$ cat src/rtl/alu_bist_scheduler_pkg.sv
// rtl/alu_bist_scheduler_pkg.sv - shared FSM encoding, LFSR/MISR tap constants and index width helper
package alu_bist_scheduler_pkg;

   typedef enum logic [1:0] {
      ST_IDLE  = 2'd0,
      ST_REQ   = 2'd1,
      ST_RUN   = 2'd2,
      ST_CHECK = 2'd3
   } bist_state_e;

   // Feedback tap masks, bit n set means register bit n joins the XOR.
   localparam logic [63:0] TAPS_W16 = 64'h0000_0000_0000_D008;
   localparam logic [63:0] TAPS_W32 = 64'h0000_0000_8020_0003;
   localparam logic [63:0] TAPS_W64 = 64'hD800_0000_0000_0000;

   function automatic logic [63:0] bist_taps(input int unsigned width);
      case (width)
         16:      return TAPS_W16;
         64:      return TAPS_W64;
         default: return TAPS_W32;
      endcase
   endfunction

   function automatic int unsigned bist_idxw(input int unsigned n);
      return (n <= 2) ? 1 : $clog2(n);
   endfunction

endpackage

$ cat src/rtl/bist_misr_core.sv
// rtl/bist_misr_core.sv - multiple-input signature register compacting the unit-under-test outputs
module bist_misr_core
   import alu_bist_scheduler_pkg::*;
#(
   parameter int unsigned WIDTH = 32
) (
   input  logic             clk,
   input  logic             rst,
   input  logic             clear,
   input  logic             enable,
   input  logic [WIDTH-1:0] data,
   input  logic             carry,
   output logic [WIDTH-1:0] sig
);

   localparam logic [WIDTH-1:0] TAPS = WIDTH'(bist_taps(WIDTH));

   logic [WIDTH-1:0] sig_q, sig_d;

   always_comb begin
      sig_d = sig_q;
      if (clear) begin
         sig_d = '0;
      end else if (enable) begin
         sig_d = {sig_q[WIDTH-2:0], ^(sig_q & TAPS)} ^ data ^ {{(WIDTH-1){1'b0}}, carry};
      end
   end

   always_ff @(posedge clk) begin
      if (rst) begin
         sig_q <= '0;
      end else begin
         sig_q <= sig_d;
      end
   end

   assign sig = sig_q;

endmodule

$ cat src/rtl/alu_bist_scheduler.sv
// rtl/alu_bist_scheduler.sv - periodic online self-test of redundant ALUs with round-robin unit rotation
module alu_bist_scheduler
   import alu_bist_scheduler_pkg::*;
#(
   parameter int unsigned WIDTH     = 32,
   parameter int unsigned NUM_UNITS = 3,
   parameter int unsigned INTERVAL  = 65535,
   parameter int unsigned WINDOW    = 256,
   parameter logic [31:0] SEED      = 32'hACE1,
   localparam int unsigned IDXW     = bist_idxw(NUM_UNITS)
) (
   input  logic                       clk,
   input  logic                       rst,
   input  logic                       test_en_in,
   input  logic                       bist_gnt,
   input  logic [NUM_UNITS*WIDTH-1:0] unit_result,
   input  logic [NUM_UNITS-1:0]       unit_carry,
   input  logic [WIDTH-1:0]           golden_sig,
   output logic                       bist_req,
   output logic                       test_active,
   output logic [IDXW-1:0]            tut_sel,
   output logic [IDXW-1:0]            active_sel,
   output logic [WIDTH-1:0]           lfsr_out,
   output logic [2:0]                 op_out,
   output logic [NUM_UNITS-1:0]       fault_mask,
   output logic                       all_failed,
   output logic                       test_done,
   output logic [WIDTH-1:0]           sig_out
);

   localparam int unsigned      TW     = $clog2(INTERVAL + 1);
   localparam int unsigned      CW     = $clog2(WINDOW + 1);
   localparam logic [WIDTH-1:0] TAPS   = WIDTH'(bist_taps(WIDTH));
   localparam logic [WIDTH-1:0] SEED_W = WIDTH'(SEED);

   bist_state_e          state_q, state_d;
   logic [TW-1:0]        timer_q, timer_d;
   logic [CW-1:0]        wcnt_q, wcnt_d;
   logic [WIDTH-1:0]     lfsr_q, lfsr_d;
   logic [IDXW-1:0]      tut_sel_q, tut_sel_d;
   logic [NUM_UNITS-1:0] fault_mask_q, fault_mask_d;
   logic [WIDTH-1:0]     sig_out_q, sig_out_d;
   logic                 bist_req_q, bist_req_d;
   logic                 test_active_q, test_active_d;
   logic                 test_done_q, test_done_d;

   logic [WIDTH-1:0]     tut_data;
   logic                 tut_carry;
   logic [WIDTH-1:0]     misr_sig;
   logic                 misr_clear, misr_enable;
   int unsigned          healthy;
   logic                 nxt_found, act_found;

   assign misr_clear  = (state_q == ST_REQ) && bist_gnt;
   assign misr_enable = (state_q == ST_RUN);

   bist_misr_core #(.WIDTH(WIDTH)) u_misr (
      .clk    (clk),
      .rst    (rst),
      .clear  (misr_clear),
      .enable (misr_enable),
      .data   (tut_data),
      .carry  (tut_carry),
      .sig    (misr_sig)
   );

   always_comb begin
      healthy   = 0;
      tut_data  = '0;
      tut_carry = 1'b0;
      for (int unsigned j = 0; j < NUM_UNITS; j++) begin
         if (!fault_mask_q[j]) healthy++;
         if (tut_sel_q == IDXW'(j)) begin
            tut_data  = unit_result[j*WIDTH +: WIDTH];
            tut_carry = unit_carry[j];
         end
      end
   end

   always_comb begin
      state_d       = state_q;
      timer_d       = timer_q;
      wcnt_d        = wcnt_q;
      lfsr_d        = lfsr_q;
      tut_sel_d     = tut_sel_q;
      fault_mask_d  = fault_mask_q;
      sig_out_d     = sig_out_q;
      bist_req_d    = 1'b0;
      test_active_d = 1'b0;
      test_done_d   = 1'b0;
      nxt_found     = 1'b0;
      case (state_q)
         ST_IDLE: begin
            if (healthy < 2) begin
               timer_d = '0;
            end else if (timer_q == TW'(INTERVAL - 1) || test_en_in) begin
               state_d    = ST_REQ;
               timer_d    = '0;
               bist_req_d = 1'b1;
            end else begin
               timer_d = timer_q + TW'(1);
            end
         end
         ST_REQ: begin
            bist_req_d = 1'b1;
            if (bist_gnt) begin
               state_d       = ST_RUN;
               bist_req_d    = 1'b0;
               test_active_d = 1'b1;
               lfsr_d        = SEED_W;
               wcnt_d        = '0;
            end
         end
         ST_RUN: begin
            lfsr_d        = {lfsr_q[WIDTH-2:0], ^(lfsr_q & TAPS)};
            wcnt_d        = wcnt_q + CW'(1);
            test_active_d = 1'b1;
            if (wcnt_q == CW'(WINDOW - 1)) begin
               state_d       = ST_CHECK;
               test_active_d = 1'b0;
            end
         end
         ST_CHECK: begin
            state_d     = ST_IDLE;
            timer_d     = '0;
            test_done_d = 1'b1;
            sig_out_d   = misr_sig;
            for (int unsigned j = 0; j < NUM_UNITS; j++) begin
               if (tut_sel_q == IDXW'(j) && misr_sig != golden_sig) fault_mask_d[j] = 1'b1;
            end
            // Rotate to the next unit still healthy after this verdict; stay put if none is.
            for (int unsigned k = 1; k <= NUM_UNITS; k++) begin
               for (int unsigned j = 0; j < NUM_UNITS; j++) begin
                  if (!nxt_found && j == (32'(tut_sel_q) + k) % NUM_UNITS && !fault_mask_d[j]) begin
                     tut_sel_d = IDXW'(j);
                     nxt_found = 1'b1;
                  end
               end
            end
         end
         default: state_d = ST_IDLE;
      endcase
   end

   always_ff @(posedge clk) begin
      if (rst) begin
         state_q       <= ST_IDLE;
         timer_q       <= '0;
         wcnt_q        <= '0;
         lfsr_q        <= SEED_W;
         tut_sel_q     <= '0;
         fault_mask_q  <= '0;
         sig_out_q     <= '0;
         bist_req_q    <= 1'b0;
         test_active_q <= 1'b0;
         test_done_q   <= 1'b0;
      end else begin
         state_q       <= state_d;
         timer_q       <= timer_d;
         wcnt_q        <= wcnt_d;
         lfsr_q        <= lfsr_d;
         tut_sel_q     <= tut_sel_d;
         fault_mask_q  <= fault_mask_d;
         sig_out_q     <= sig_out_d;
         bist_req_q    <= bist_req_d;
         test_active_q <= test_active_d;
         test_done_q   <= test_done_d;
      end
   end

   // The unit under test is withheld from the pipeline only while it is being exercised.
   always_comb begin
      active_sel = '0;
      act_found  = 1'b0;
      for (int unsigned j = 0; j < NUM_UNITS; j++) begin
         if (!act_found && !fault_mask_q[j] && !(state_q == ST_RUN && tut_sel_q == IDXW'(j))) begin
            active_sel = IDXW'(j);
            act_found  = 1'b1;
         end
      end
   end

   assign bist_req    = bist_req_q;
   assign test_active = test_active_q;
   assign tut_sel     = tut_sel_q;
   assign lfsr_out    = lfsr_q;
   assign op_out      = lfsr_q[2:0];
   assign fault_mask  = fault_mask_q;
   assign all_failed  = &fault_mask_q;
   assign test_done   = test_done_q;
   assign sig_out     = sig_out_q;

endmodule

$ cat config.mk
export PLATFORM = sky130hd
export DESIGN_NAME = alu_bist_scheduler
export DESIGN_NICKNAME = d
export VERILOG_FILES = /design/src/rtl/alu_bist_scheduler_pkg.sv /design/src/rtl/bist_misr_core.sv /design/src/rtl/alu_bist_scheduler.sv
export SDC_FILE = /design/constraint.sdc
export NUM_CORES = 1
export LEC_CHECK = 0
export BUFFER_PORTS_ARGS = -buffer_cell sky130_fd_sc_hd__clkbuf_2
export CORE_ASPECT_RATIO = 2
export CORE_MARGIN = 1.5
export CORE_UTILIZATION = 42
export CTS_BUF_LIST = sky130_fd_sc_hd__clkbuf_16
export DETAILED_ROUTE_END_ITERATION = 10
export GPL_ROUTABILITY_DRIVEN = 0
export HOLD_SLACK_MARGIN = 0.02
export PLACE_DENSITY = 0.71
export SLEW_MARGIN = 20
export SYNTH_ARGS = -nofsm -noshare
export SYNTH_HDL_FRONTEND = slang
export SYNTH_HIERARCHICAL = 1
export SYNTH_SLANG_ARGS = --single-unit
$ cat constraint.sdc
create_clock -name clk -period 1.8 [get_ports clk]
set_input_delay 0.27 -clock clk [delete_from_list [all_inputs] [get_ports clk]]
set_output_delay 0.27 -clock clk [all_outputs]
set_load 0.05 [all_outputs]
==> results.tsv, run 1 <==
stage	metric	value	unit
grt	grt.overflow.total	0	
grt	grt_pass1_wl	34000	um
sta	fmax	0.442	GHz
sta	skew	0.0104	ns
yosys	yosys_warnings	6	
outcome	outcome	finished with violations	
routing	drtIter0Drc	299	
layout	drive_above_1_share	0.478	
clock_network	clock_latency	0.42	ns
floorplan	rows	63	
power	p_leak	4.26	nW
layout	syn_to_final_growth	56.1	%
yosys	async_reset_ff_frac	0	
yosys	synthCells	746	
min_path	min_to	u_misr/sig[3]$_SDFFE_PP0P_	
routing	ant_nets	0	
power	ir_drop	0.000991	V
routing	wl	22700	um
clock_network	numCtsBuffers	17	
sta	setup_viol	21	
floorplan	dieArea	0.0160	sq mm
min_path	worst_hold_path_type	in2reg	
clock_network	ctsHoldBuffers	0	
power	p_sw	0.00546	W
clock_network	clock-root-buffer	clkbuf_16	
power	comb_power_share	0.493	
floorplan	die_w	90.2	um
sta	timing.final.crit_share	1.26	
routing	post_drt_wl_per_cell	18.1	um
sta	drv_slew	0	
critical_path	r2r_slack	-0.46	ns
critical_path	crit_fanout	3	
clock_network	cts_tree	yes	
critical_path	reg2reg_from	u_misr/sig[20]$_SDFFE_PP0P_	
grt	antenna_found_initial	1	
power	pwr-share-clk	0.241	
grt	grt_max_degree	65	
yosys	syn_nets	896	
sta	fin_crit	2.26	ns
yosys	ys_ff_latch	131	
power	p_per_area	1380	mW/mm^2
critical_path	end_kind	flop	
critical_path	worstPathCellList	xor2_1 > nor4_1 > nand4_1 > or2_4 > a221oi_4 > buf_4 > or4_4 > o211ai_1	
outcome	violations	negative setup slack	
routing	drc	0	
critical_path	r2r_cells	8	
placement	place_inst	1209	
floorplan	coreArea	0.0148	sq mm
power	p_seq_frac	0.267	
routing	vias	6804	
clock_network	h-tree-depth	4	
critical_path	crit_type	reg2reg	
placement	dpl-instance-area	0.00854	sq mm
floorplan	io_pins	213	
critical_path	critPathSlowestCell	nor4_1	
layout	n_antenna_cell	0	
yosys	synth_cell_type_count	50	
layout	register_area	0.00266	sq mm
min_path	min_from	unit_result[67]	
routing	drt_pass1_iterations	5	
placement	port_buffers	212	
layout	nets	1200	
power	power.internal	0.00835	W
power	p_sw_frac	0.396	
floorplan	start_util	0.431	
layout	final_area	0.00998	sq mm
critical_path	required	2.08	ns
placement	hpwl	15500	um
critical_path	reg2reg_to	tut_sel[0]$_SDFFE_PP0P_	
clock_network	cts_buffer_depth	2	
clock_network	clock-sinks	131	
critical_path	arrival	2.55	ns
layout	stdcell_count	1258	
yosys	syn_avg_cell_area	8.57	sq um
sta	worstMarginPinSlew	0.507	ns
yosys	yosysSeqAreaShare	0.410	
min_path	hold_path_depth	5	
yosys	synthFlopType	dfxtp_1	
layout	final_util	0.673	
layout	n_fill_cell	1153	
yosys	synth-edff-count	0	
grt	grt_use_total	0.272	
sta	fin_ws	-0.464	ns
clock_network	path_clk_slew	0.07	ns
critical_path	crit_path_start_kind	flop	
routing	viasPerCell	5.41	
yosys	syn_area	0.00639	sq mm
grt	grt_pass1_vias	6984	
sta	hold_viol_final	0	
floorplan	chipHeight	177	um
sta	rsz0062_at_grt	true	
job	drv_cap	0	
sta	maxSlewHeadroom	0.661	
layout	multiInputGateArea	0.00413	sq mm
critical_path	slowest_delay	0.37	ns
## registers in the layout, summed over array words and instances (netlist names)
signal and cells:
bist_req 1, fault_mask 3, lfsr_out 32, sig_out 32, state_q 2, test_active 1, test_done 1, timer_q 16
tut_sel 2, u_misr/sig 32, wcnt_q 9
## how the worst max path moves through the flow
stage	startpoint	depth (start not counted)	to	slack, ns
after floorplan	tut_sel[0]$_SDFFE_PP0P_	5	active_sel[1]	-0.14
after global placement	golden_sig[1]	10	tut_sel[1]$_SDFFE_PP0P_	-0.49
after detailed placement	golden_sig[1]	10	tut_sel[1]$_SDFFE_PP0P_	-0.56
after CTS	u_misr/sig[0]$_SDFFE_PP0P_	7	tut_sel[1]$_SDFFE_PP0P_	-0.34
after global routing	u_misr/sig[20]$_SDFFE_PP0P_	8	tut_sel[0]$_SDFFE_PP0P_	-0.54
final	u_misr/sig[20]$_SDFFE_PP0P_	8	tut_sel[0]$_SDFFE_PP0P_	-0.46
## cell type report
class,count,share of cell area
sequential,131,0.267
clock buffer,18,0.0451
multi-input combinational,546,0.414
tap,195,0.0244
timing repair buffer,340,0.232
inverter,14,0.00602
clock inverter,14,0.0118
## metal layers
metal,routed length [um],track usage
met2,12400,0.522
met3,1190,0.0574
met1,7740,0.254
met5,16,0
met4,1360,0.175
## logic make-up after synthesis
family                   count (synthesis)  share of synthesized area
AO/OA/AOI/OAI                          174                      0.183
XOR/XNOR                                85                      0.119
adder cells (fa/ha/maj)                 15                     0.0294
buffers and inverters                   69                     0.0442
flip-flops                             131                      0.410
multiplexers                            33                     0.0517
AND/OR/NAND/NOR                        239                      0.163
## stage by stage
step | hold slack [ns] | total power, W | setup slack, ns | setup TNS (ns)
floorplan | 0.454 | 0.00695 | -0.143 | -0.459
global placement | 0.465 | 0.00893 | -0.491 | -3.01
detailed placement | 0.478 | 0.00902 | -0.558 | -3.74
CTS | 0.247 | 0.0132 | -0.343 | -2.12
global route | 0.284 | 0.0145 | -0.544 | -4.91
finish | 0.254 | 0.0138 | -0.464 | -2.95
## power groups by stage
stage | sequential (W) | combinational (W) | clock, W
after global routing | 0.00372 | 0.00722 | 0.00351
after floorplan | 0.00413 | 0.00281 | 0
after global placement | 0.00366 | 0.00527 | 0
after CTS | 0.00366 | 0.00621 | 0.00337
final | 0.00368 | 0.00681 | 0.00333
after detailed placement | 0.00368 | 0.00534 | 0
## cells in the final DEF, fill, tap and decap left out, types with 12 or more instances in the layout
master,n
buf_12,13
a211oi_2,12
a211oi_1,21
buf_4,97
mux2i_1,33
buf_6,16
xor2_1,43
a22oi_2,26
o21ai_2,22
nor2_1,126
clkbuf_16,19
a22oi_1,31
dfxtp_2,12
xnor2_1,29
nand2_1,55
dfxtp_1,112
a21oi_1,13
o21ai_1,14
clkbuf_2,209
## Yosys cell counts, drive strengths merged, types with 5 or more instances
| library cell | count | area share |
|---|---|---|
| mux2i | 33 | 0.052 |
| nor4 | 8 | 0.0078 |
| xnor2 | 36 | 0.049 |
| nor2 | 126 | 0.074 |
| a211oi | 33 | 0.039 |
| a21oi | 18 | 0.014 |
| inv | 14 | 0.0082 |
| xor2 | 48 | 0.066 |
| a22oi | 57 | 0.067 |
| nand4 | 7 | 0.0069 |
| ha | 15 | 0.029 |
| o21ai | 44 | 0.034 |
| dfxtp | 131 | 0.41 |
| clkbuf | 38 | 0.022 |
| buf | 17 | 0.014 |
| nor2b | 5 | 0.0049 |
| o22ai | 8 | 0.0078 |
| and3 | 7 | 0.0069 |
| nand3 | 10 | 0.0078 |
| nand2 | 55 | 0.032 |
## worst max-delay path: cells and delay by family, from the launching register on
family,cells,cell delay [ns]
flip-flops,1,0.32
XOR/XNOR,1,0.16
AO/OA/AOI/OAI,2,0.38
AND/OR/NAND/NOR,4,1.11
buffers and inverters,1,0.16
## what timing repair did
item / in CTS / in global routing
pin swaps: 64 / 70
hold endpoints to repair: 0 / 0
resized for setup: 115 / 78
setup endpoints to repair: 50 / 53
buffers inserted: 22 / 2
gates cloned: 0 / 1
(Power assumes the default switching activity.)
==> run 2: changes to the inputs <==
--- a/config.mk
+++ b/config.mk
@@ -14,6 +14,7 @@
 export GPL_ROUTABILITY_DRIVEN = 0
 export HOLD_SLACK_MARGIN = 0.02
 export PLACE_DENSITY = 0.71
+export SETUP_SLACK_MARGIN = 0.2
 export SLEW_MARGIN = 20
 export SYNTH_ARGS = -nofsm -noshare
 export SYNTH_HDL_FRONTEND = slang
==> run 2 against run 1 <==
The flow still finishes with violations (negative setup slack). Global-route usage down 0.25 points. First-iteration DRC count up 8.4%. Register-to-register slack better by 0.11 ns. Total power up 10%. Routed wire length up 3.3%. Combinational power up 16%. Final cell count up 2.5%. Worst setup slack better by 0.11 ns. Maximum frequency up 5.2%. Cell area up 8.6%. Highest routed layer is now met4.
==> results.tsv, run 2 (synthesis results as in run 1) <==
stage	metric	value	unit
outcome	outcome	finished with violations	
outcome	violations	negative setup slack	
floorplan	coreArea	0.0148	sq mm
clock_network	h-tree-depth	4	
layout	nets	1232	
min_path	hold_path_depth	5	
critical_path	crit_fanout	5	
critical_path	crit_type	reg2reg	
clock_network	clock-root-buffer	clkbuf_16	
floorplan	rows	63	
critical_path	arrival	2.46	ns
critical_path	critical_path.top_delay_family	simple AND/OR/NAND/NOR gates	
power	p_leak	4.57	nW
layout	drive_above_1_share	0.553	
clock_network	clock-sinks	131	
clock_network	ctsHoldBuffers	0	
critical_path	cp_num_cells	8	
critical_path	crit_buf_inv	1	
routing	dr_wl_met2	13300	um
clock_network	clock_latency	0.42	ns
clock_network	numCtsBuffers	17	
layout	layout_common_cells	208 x clkbuf_2, 115 x nor2_1, 108 x dfxtp_1, 105 x buf_4, 57 x a22oi_2	
job	drv_cap	0	
grt	grt.overflow.total	0	
placement	port_buffers	212	
critical_path	worstPathCellList	xor2_1 > nor4_1 > buf_4 > nand4_1 > or2_4 > a221oi_4 > o21ai_1 > o221a_1	
grt	grt_max_degree	40	
critical_path	crit_path_start_kind	flop	
sta	drv_slew	0	
routing	vias	6839	
placement	place_inst	1201	
power	p_per_area	1410	mW/mm^2
grt	grt_use_total	0.269	
sta	fin_crit	2.15	ns
clock_network	path_clk_slew	0.06	ns
power	comb_power_share	0.517	
layout	syn_to_final_growth	69.6	%
routing	top_layer	met4	
routing	wl	23500	um
routing	post_drt_wl_per_cell	18.2	um
routing	drtIter0Drc	324	
power	power	0.0152	W
floorplan	dieArea	0.0160	sq mm
sta	maxSlewHeadroom	0.754	
sta	fmax	0.465	GHz
layout	n_fill_cell	1080	
grt	antenna_found_initial	0	
critical_path	end_kind	flop	
floorplan	start_util	0.431	
routing	met3_length	953	um
sta	worstMarginPinSlew	0.368	ns
floorplan	io_pins	213	
power	p_sw_frac	0.381	
power	p_seq_frac	0.244	
routing	viasPerCell	5.30	
sta	setup_viol	60	
clock_network	cts_tree	yes	
sta	timing.final.crit_share	1.20	
placement	hpwl	15300	um
min_path	worst_hold_path_type	in2reg	
routing	ant_nets	0	
power	ir_drop	0.000965	V
critical_path	r2r_cells	8	
layout	n_antenna_cell	0	
floorplan	die_w	90.2	um
power	p_sw	0.00580	W
sta	finalSetupTns	-3.68	ns
grt	grt_pass1_wl	33600	um
power	power.internal	0.00943	W
routing	drc	0	
routing	m1WireLength	8120	um
grt	grt_pass1_vias	6741	
layout	mostFrequentLayoutCell	clkbuf_2	
sta	fin_ws	-0.352	ns
critical_path	slowest_delay	0.32	ns
floorplan	chipHeight	177	um
layout	stdcell_count	1290	
sta	hold_viol_final	0	
routing	drt_pass1_iterations	5	
critical_path	required	2.10	ns
sta	rsz0062_at_grt	true	
clock_network	cts_buffer_depth	2	
critical_path	critPathSlowestCell	dfxtp_2	
sta	skew	0.0103	ns
power	pwr-share-clk	0.239	
run 2: changes by cell type in the layout (fill, tap and decap cells not counted), sizes merged:
cell,change
a21o,+1
buf,+31
bufinv,+4
clkbuf,-1
clkinv,+4
clkinvlp,-2
inv,-5
run 2: repair_timing:
action | CTS | global route
gates cloned | 4 | 3
pin swaps | 70 | 72
setup endpoints to repair | 85 | 96
resized for setup | 126 | 111
buffers inserted | 32 | 18
run 2: cell type report:
| class | instances | area, sq um | area share |
|---|---|---|---|
| Timing Repair Buffer | 371 | 2710 | 0.250 |
| Multi-Input combinational cell | 547 | 4530 | 0.418 |
| Clock buffer | 17 | 425 | 0.0393 |
| Tap cell | 195 | 244 | 0.0225 |
| Clock inverter | 15 | 190 | 0.0175 |
| Inverter | 14 | 67.6 | 0.00623 |
| Sequential cell | 131 | 2670 | 0.246 |
run 2: final timing paths:
path	startpoint	to	slack [ns]
worst max register to register	u_misr/sig[26]$_SDFFE_PP0P_	tut_sel[1]$_SDFFE_PP0P_	-0.35
worst min register to register	sig_out[21]$_SDFFE_PP0P_	sig_out[21]$_SDFFE_PP0P_	0.49
worst max-delay path	u_misr/sig[26]$_SDFFE_PP0P_	tut_sel[1]$_SDFFE_PP0P_	-0.35
worst min-delay path	unit_result[88]	u_misr/sig[24]$_SDFFE_PP0P_	0.27
run 2: worst register-to-register path: cells and delay by family, from the launching register on:
kind / cells / cell delay (ns)
compound gates: 3 / 0.66
xor+xnor: 1 / 0.15
buf+inv: 1 / 0.15
flops: 1 / 0.32
simple gates: 3 / 0.75
run 2: power groups by stage:
stage          registers [W]  logic (W)  clock network, W
6_report             0.00372    0.00787           0.00364
5_1_grt              0.00376    0.00831           0.00379
4_1_cts              0.00366    0.00659           0.00366
3_5_place_dp         0.00371    0.00545                 0
3_3_place_gp         0.00369    0.00539                 0
2_1_floorplan        0.00415    0.00319                 0
run 2: through the flow:
stage                      util  setup slack (ns)  cell area [sq um]  hold slack [ns]
after floorplan               -            -0.143               6830            0.454
after global placement    0.586            -0.455               8680            0.463
after detailed placement  0.586            -0.443               8680            0.475
after CTS                 0.683            -0.335              10100            0.254
after global routing      0.731            -0.521              10800            0.271
final                     0.731            -0.352              10800            0.267
run 2: metal layers:
layer	up-vias	track usage
li1	3288	-
met1	3250	0.267
met2	238	0.512
met3	63	0.0428
met4	0	0.169
met5	-	0
